--- src/rtl/fmul_issue_unit.sv ---
`default_nettype none
// +--------------------------------------------------------------------------+
// | Module  : fmul_issue_unit                                                 |
// | Purpose : request FIFO + sequencer holding operands on a multicycle fmul  |
// |           path, returning tagged results over a valid/ready handshake.    |
// | Revision: 1.0 - initial release                                           |
// +--------------------------------------------------------------------------+
module fmul_issue_unit #(
  parameter int TAG_W      = 5,
  parameter int LATENCY    = 2,
  parameter int FIFO_DEPTH = 2
) (
  input  logic             clk,
  input  logic             rst,
  input  logic             in_valid,
  output logic             in_ready,
  input  logic [31:0]      in_x1,
  input  logic [31:0]      in_x2,
  input  logic [TAG_W-1:0] in_tag,
  output logic [31:0]      fm_x1,
  output logic [31:0]      fm_x2,
  input  logic [31:0]      fm_y,
  input  logic             fm_ovf,
  output logic             out_valid,
  input  logic             out_ready,
  output logic [31:0]      out_y,
  output logic             out_ovf,
  output logic [TAG_W-1:0] out_tag,
  input  logic             flush,
  input  logic             flag_clr,
  output logic             ovf_sticky,
  output logic             busy
);

  localparam int              c_ptr_w  = (FIFO_DEPTH > 1) ? $clog2(FIFO_DEPTH) : 1;
  localparam logic [c_ptr_w:0] c_depth = (c_ptr_w+1)'(FIFO_DEPTH);
  localparam logic [3:0]      c_lat_m1 = 4'(LATENCY - 1);

  typedef enum logic [1:0] {
    S_IDLE = 2'd0,
    S_EXEC = 2'd1,
    S_DONE = 2'd2
  } state_t;

  state_t             r_state;
  state_t             w_state_nxt;
  logic [3:0]         r_cnt;
  logic [c_ptr_w-1:0] r_wptr;
  logic [c_ptr_w-1:0] r_rptr;
  logic [c_ptr_w:0]   r_count;
  logic [31:0]        r_mem_x1  [FIFO_DEPTH];
  logic [31:0]        r_mem_x2  [FIFO_DEPTH];
  logic [TAG_W-1:0]   r_mem_tag [FIFO_DEPTH];
  logic [31:0]        r_fm_x1;
  logic [31:0]        r_fm_x2;
  logic [TAG_W-1:0]   r_tag;
  logic [31:0]        r_out_y;
  logic               r_out_ovf;
  logic [TAG_W-1:0]   r_out_tag;
  logic               r_out_valid;
  logic               r_ovf_sticky;

  logic w_full;
  logic w_empty;
  logic w_push;
  logic w_pop;
  logic w_capture;
  logic w_release;

  // Ready depends only on the registered count, never on a same-cycle pop.
  assign w_full   = (r_count == c_depth);
  assign w_empty  = (r_count == '0);
  assign w_push   = in_valid && !w_full && !flush;
  assign in_ready = !w_full;

  assign fm_x1      = r_fm_x1;
  assign fm_x2      = r_fm_x2;
  assign out_y      = r_out_y;
  assign out_ovf    = r_out_ovf;
  assign out_tag    = r_out_tag;
  assign out_valid  = r_out_valid;
  assign ovf_sticky = r_ovf_sticky;
  assign busy       = (r_state != S_IDLE) || !w_empty;

  always_comb begin
    w_state_nxt = r_state;
    w_pop       = 1'b0;
    w_capture   = 1'b0;
    w_release   = 1'b0;
    if (flush) begin
      w_state_nxt = S_IDLE;
    end else begin
      case (r_state)
        S_IDLE: begin
          if (!w_empty) begin
            w_pop       = 1'b1;
            w_state_nxt = S_EXEC;
          end
        end
        S_EXEC: begin
          if (r_cnt == 4'd0) begin
            w_capture   = 1'b1;
            w_state_nxt = S_DONE;
          end
        end
        S_DONE: begin
          if (out_ready) begin
            w_release = 1'b1;
            if (!w_empty) begin
              w_pop       = 1'b1;
              w_state_nxt = S_EXEC;
            end else begin
              w_state_nxt = S_IDLE;
            end
          end
        end
        default: w_state_nxt = S_IDLE;
      endcase
    end
  end

  always_ff @(posedge clk or posedge rst) begin
    if (rst) begin
      r_state <= S_IDLE;
    end else begin
      r_state <= w_state_nxt;
    end
  end

  // Storage array needs no reset; validity is tracked by the pointers and count.
  always_ff @(posedge clk) begin
    if (w_push) begin
      r_mem_x1[r_wptr]  <= in_x1;
      r_mem_x2[r_wptr]  <= in_x2;
      r_mem_tag[r_wptr] <= in_tag;
    end
  end

  always_ff @(posedge clk or posedge rst) begin
    if (rst) begin
      r_wptr       <= '0;
      r_rptr       <= '0;
      r_count      <= '0;
      r_cnt        <= 4'd0;
      r_fm_x1      <= 32'd0;
      r_fm_x2      <= 32'd0;
      r_tag        <= '0;
      r_out_y      <= 32'd0;
      r_out_ovf    <= 1'b0;
      r_out_tag    <= '0;
      r_out_valid  <= 1'b0;
      r_ovf_sticky <= 1'b0;
    end else if (flush) begin
      r_wptr      <= '0;
      r_rptr      <= '0;
      r_count     <= '0;
      r_out_valid <= 1'b0;
    end else begin
      if (w_push) begin
        r_wptr <= r_wptr + 1'b1;
      end
      if (w_pop) begin
        r_rptr <= r_rptr + 1'b1;
      end
      case ({w_push, w_pop})
        2'b10:   r_count <= r_count + 1'b1;
        2'b01:   r_count <= r_count - 1'b1;
        default: r_count <= r_count;
      endcase

      // Operands only move on a pop, keeping the fmul inputs stable through EXEC.
      if (w_pop) begin
        r_fm_x1 <= r_mem_x1[r_rptr];
        r_fm_x2 <= r_mem_x2[r_rptr];
        r_tag   <= r_mem_tag[r_rptr];
        r_cnt   <= c_lat_m1;
      end else if (r_state == S_EXEC && r_cnt != 4'd0) begin
        r_cnt <= r_cnt - 4'd1;
      end

      if (w_capture) begin
        r_out_y     <= fm_y;
        r_out_ovf   <= fm_ovf;
        r_out_tag   <= r_tag;
        r_out_valid <= 1'b1;
      end else if (w_release) begin
        r_out_valid <= 1'b0;
      end

      if (w_capture && fm_ovf) begin
        r_ovf_sticky <= 1'b1;
      end else if (flag_clr) begin
        r_ovf_sticky <= 1'b0;
      end
    end
  end

endmodule
`default_nettype wire
--- config.mk ---
export PLATFORM = sky130hd
export DESIGN_NAME = fmul_issue_unit
export DESIGN_NICKNAME = d
export VERILOG_FILES = /design/src/rtl/fmul_issue_unit.sv
export SDC_FILE = /design/constraint.sdc
export NUM_CORES = 1
export LEC_CHECK = 0
export CORE_MARGIN = 5
export CORE_UTILIZATION = 37
export CTS_CLUSTER_SIZE = 14
export DETAILED_ROUTE_END_ITERATION = 10
export PLACE_DENSITY = 0.67
export SLEW_MARGIN = 20
export SYNTH_ARGS = -nofsm -noshare
export SYNTH_HDL_FRONTEND = slang
export SYNTH_SLANG_ARGS = --single-unit
--- constraint.sdc ---
create_clock -name clk -period 7.8 [get_ports clk]
set_input_delay 2.34 -clock clk [delete_from_list [all_inputs] [get_ports clk]]
set_output_delay 2.34 -clock clk [all_outputs]
set_load 0.02 [all_outputs]
==> impl_metrics.csv <==
group,metric,value,unit
outcome,status,"complete, no violations",
finish,n_antenna_cell,0,
global_routing,grt_pass1_vias,5529,
route,route.met2.wl,9000,um
synthesis,syn-cell-area,0.00933,mm2
sta,maxSlewViolCount,0,
run,drv_cap,0,
synthesis,synth_top_area_frac,0.444,
global_routing,grt_pass1_wl,30400,um
clock_network,root_buffer,"clkbuf_16",
global_routing,gr-usage-all-layers,0.132,
worst_setup_path,start_kind,"input pin",
worst_setup_path,required,8.17,ns
finish,syn_to_final_growth,36.0,%
route,wl_met1,8180,um
power,p_leak,4.87,nW
worst_setup_path,end_kind,"register",
finish,final_common_cell,"clkdlybuf4s50_1",
route,viasPerCell,4.64,
finish,nets,918,
power,powerDensity,356,mW/mm2
place,port_buffers,213,
clock_network,cts.sinks,257,
worst_setup_path,worstPathArrival,4.71,ns
route,wl_met3,1720,um
synthesis,yosysSeqAreaShare,0.764,
finish,fillers,2142,
floorplan,die_w,169,um
worst_setup_path,critPathBufInv,2,
clock_network,cts_resized,0,
power,p_int,3.15,mW
sta,timing.setup.tns,0,ns
worst_setup_path,worstSetupPathType,"input pin to register",
route,vias,5379,
power,p_sw,1.36,mW
floorplan,start_util,0.374,
synthesis,yosysUniqueCellTypes,32,
clock_network,cts_setup_buffers,0,
route,drtIter0Drc,327,
place,dp.cells,1110,
finish,layout_common_cells,"clkdlybuf4s50_1, edfxtp_1, dfrtp_1",
clock_network,h-tree-depth,1,
place,place_hpwl,12400,um
clock_network,cts_tree,"done",
sta,period_share,0.556,
clock_network,clock_latency,0.52,ns
synthesis,synthSimpleGateAreaFrac,0.0502,
synthesis,synth_nets,699,
floorplan,io_pins,214,
floorplan,die_height,169,um
route,wl_per_cell,16.6,um
sta,rsz0062_at_grt,"no",
worst_setup_path,max_stage_delay,1.00,ns
finish,postLayoutCellArea,0.0127,mm2
worst_setup_path,cp_cell_sequence,"clkdlybuf4s50_1 -> or4_4 -> buf_4 -> nand2_1 -> o21ai_0",
sta,hold_viol,0,
worst_setup_path,cp_top_family,"simple AND/OR/NAND/NOR gates",
global_routing,grt_max_degree,81,
clock_network,path_clk_slew,0.06,ns
floorplan,dieArea,0.0285,mm2
synthesis,synth_xor_area_frac,0.00188,
worst_setup_path,crit_slowest_cell,"or4_4",
route,drc,0,
route,drt_pass1_iterations,4,
finish,drive_above_1_share,0.106,
synthesis,yosysTopAreaCell,"edfxtp_1",
power,comb_power_share,0.297,
synthesis,synth_top_family_by_area,"multiplexers",
sta,setup_viol,0,
clock_network,holdBufCountCts,0,
synthesis,synth_compound_area_frac,0.0437,
floorplan,core,0.0250,mm2
sta,min_period,4.34,ns
place,place_area,0.0118,mm2
synthesis,synth_seq_cells,257,
power,seq_power_share,0.427,
route,top_layer_used,"met4",
synthesis,synthAdderAreaFrac,0.00134,
synthesis,synth.avg_cell_area,15.8,um2
finish,stdcell_count,1160,
synthesis,synth_cells,590,
global_routing,gr-total-overflow,0,
sta,worst_slack,3.46,ns
synthesis,synthMuxAreaShare,0.120,
clock_network,cts_made_buffers,27,
sta,fmax,230,MHz
synthesis,ys_warn_count,0,
clock_network,clockBufferDepth,3,
place,place_ws,2.86,ns
global_routing,grt_antenna_before_repair,0,
route,ant_nets,0,
sta,finClkSkew,0.00991,ns
worst_setup_path,path_max_fanout,80,
sta,tightest_slew,1.03,ns
sta,relSlewSlack,0.314,
power,vdd.ir_drop.worst,0.177,mV
power,p_sw_frac,0.301,
power,clockPowerShare,0.276,
min_path,worstHoldPathType,"register to register",
synthesis,yosys-top-cells-area,"edfxtp_1, dfrtp_1, mux2i_1",
place,gp_congestion,0.809,
route,routed_wirelength,19300,um
floorplan,rows,58,
==> registers in the layout, summed over array words and instances (netlist names) <==
register,cells
r_count,2
r_mem_tag,10
r_mem_x1,64
r_tag,5
ovf_sticky,1
r_mem_x2,64
r_rptr,1
out_valid,1
out_tag,5
out_ovf,1
r_state,2
r_wptr,1
r_cnt,4
fm_x1,32
fm_x2,32
out_y,32
==> power groups by stage <==
stage / clock (mW) / combinational, mW / sequential, mW
2_1_floorplan: 0 / 0.407 / 2.20
3_3_place_gp: 0 / 1.34 / 1.95
3_5_place_dp: 0 / 1.37 / 1.95
4_1_cts: 1.28 / 1.37 / 1.93
5_1_grt: 1.34 / 1.44 / 1.97
6_report: 1.24 / 1.34 / 1.93
==> kinds of logic after synthesis <==
| group | after synthesis |
|---|---|
| AO/OA/AOI/OAI | 80 |
| XOR/XNOR | 2 |
| adder cells (fa/ha/maj) | 1 |
| buffers and inverters | 37 |
| flip-flops | 257 |
| multiplexers | 107 |
| AND/OR/NAND/NOR | 106 |
==> worst paths after layout <==
kind / slack, ns / end / startpoint / cells past startpoint
setup / recovery: 3.46 / fm_x2[23]$_DFFE_PP0P_ / flush / 5
hold / removal: 0.48 / fm_x2[17]$_DFFE_PP0P_ / fm_x2[17]$_DFFE_PP0P_ / 2
setup reg to reg: 5.44 / fm_x2[23]$_DFFE_PP0P_ / r_count[0]$_DFFE_PP0P_ / 4
hold reg to reg: 0.48 / fm_x2[17]$_DFFE_PP0P_ / fm_x2[17]$_DFFE_PP0P_ / 2
max in group asynchronous: 4.45 / out_y[6]$_DFFE_PP0P_ / rst / 3
min in group asynchronous: 2.33 / r_tag[2]$_DFFE_PP0P_ / rst / 2
==> final cells by class <==
cell class	instances	area, um2	area share
clock buffer	43	818	0.0645
clock inverter	7	63.8	0.00503
inverter	8	35.0	0.00276
multi-input combinational	296	2050	0.161
sequential	257	7130	0.562
tap	330	413	0.0326
timing repair buffer	219	2180	0.172
==> worst reg2reg max path, delay by kind of cell (launching register included) <==
family / cells / cell delay, ns
AOI/OAI and AO/OA: 1 / 0.21
buffers and inverters: 1 / 0.58
DFF: 1 / 0.41
and+or+nand+nor: 2 / 1.01
==> synth_stat cells <==
library cell and n:
or3b_1 1, nor4_1 2, a21oi_1 3, nor2_1 8, edfxtp_1 138, o41ai_1 1, inv_1 8, clkbuf_2 2
nand3b_1 3, nor2b_4 1, dfrtp_1 119, nor3_1 3, clkbuf_1 11, mux2i_1 70, xor2_1 1, ha_1 1
o21ai_1 9, mux2_2 37, nor3b_1 3, or4_4 1, buf_6 3, buf_2 13, or4_1 1, nand3_1 2
o21ai_0 65, nand2_1 78, nand2b_1 1, a21o_1 1, or3b_2 1, or3_1 1, xnor2_1 1, a31oi_1 1
==> metrics by stage <==
step           utilization  power, mW  hold WS (ns)
6_report             0.508       4.51         0.478
3_5_place_dp         0.473       3.32         0.470
2_1_floorplan            -       2.61         0.446
5_1_grt              0.508       4.75         0.515
3_3_place_gp         0.473       3.29         0.462
4_1_cts              0.508       4.58         0.483
==> metal layers <==
metal,GRT usage,up-vias
met2,0.213,186
met3,0.0439,28
li1,-,2573
met5,0,-
met1,0.173,2592
met4,0.0363,0
Note: power is estimated with default switching activity, not from simulation.
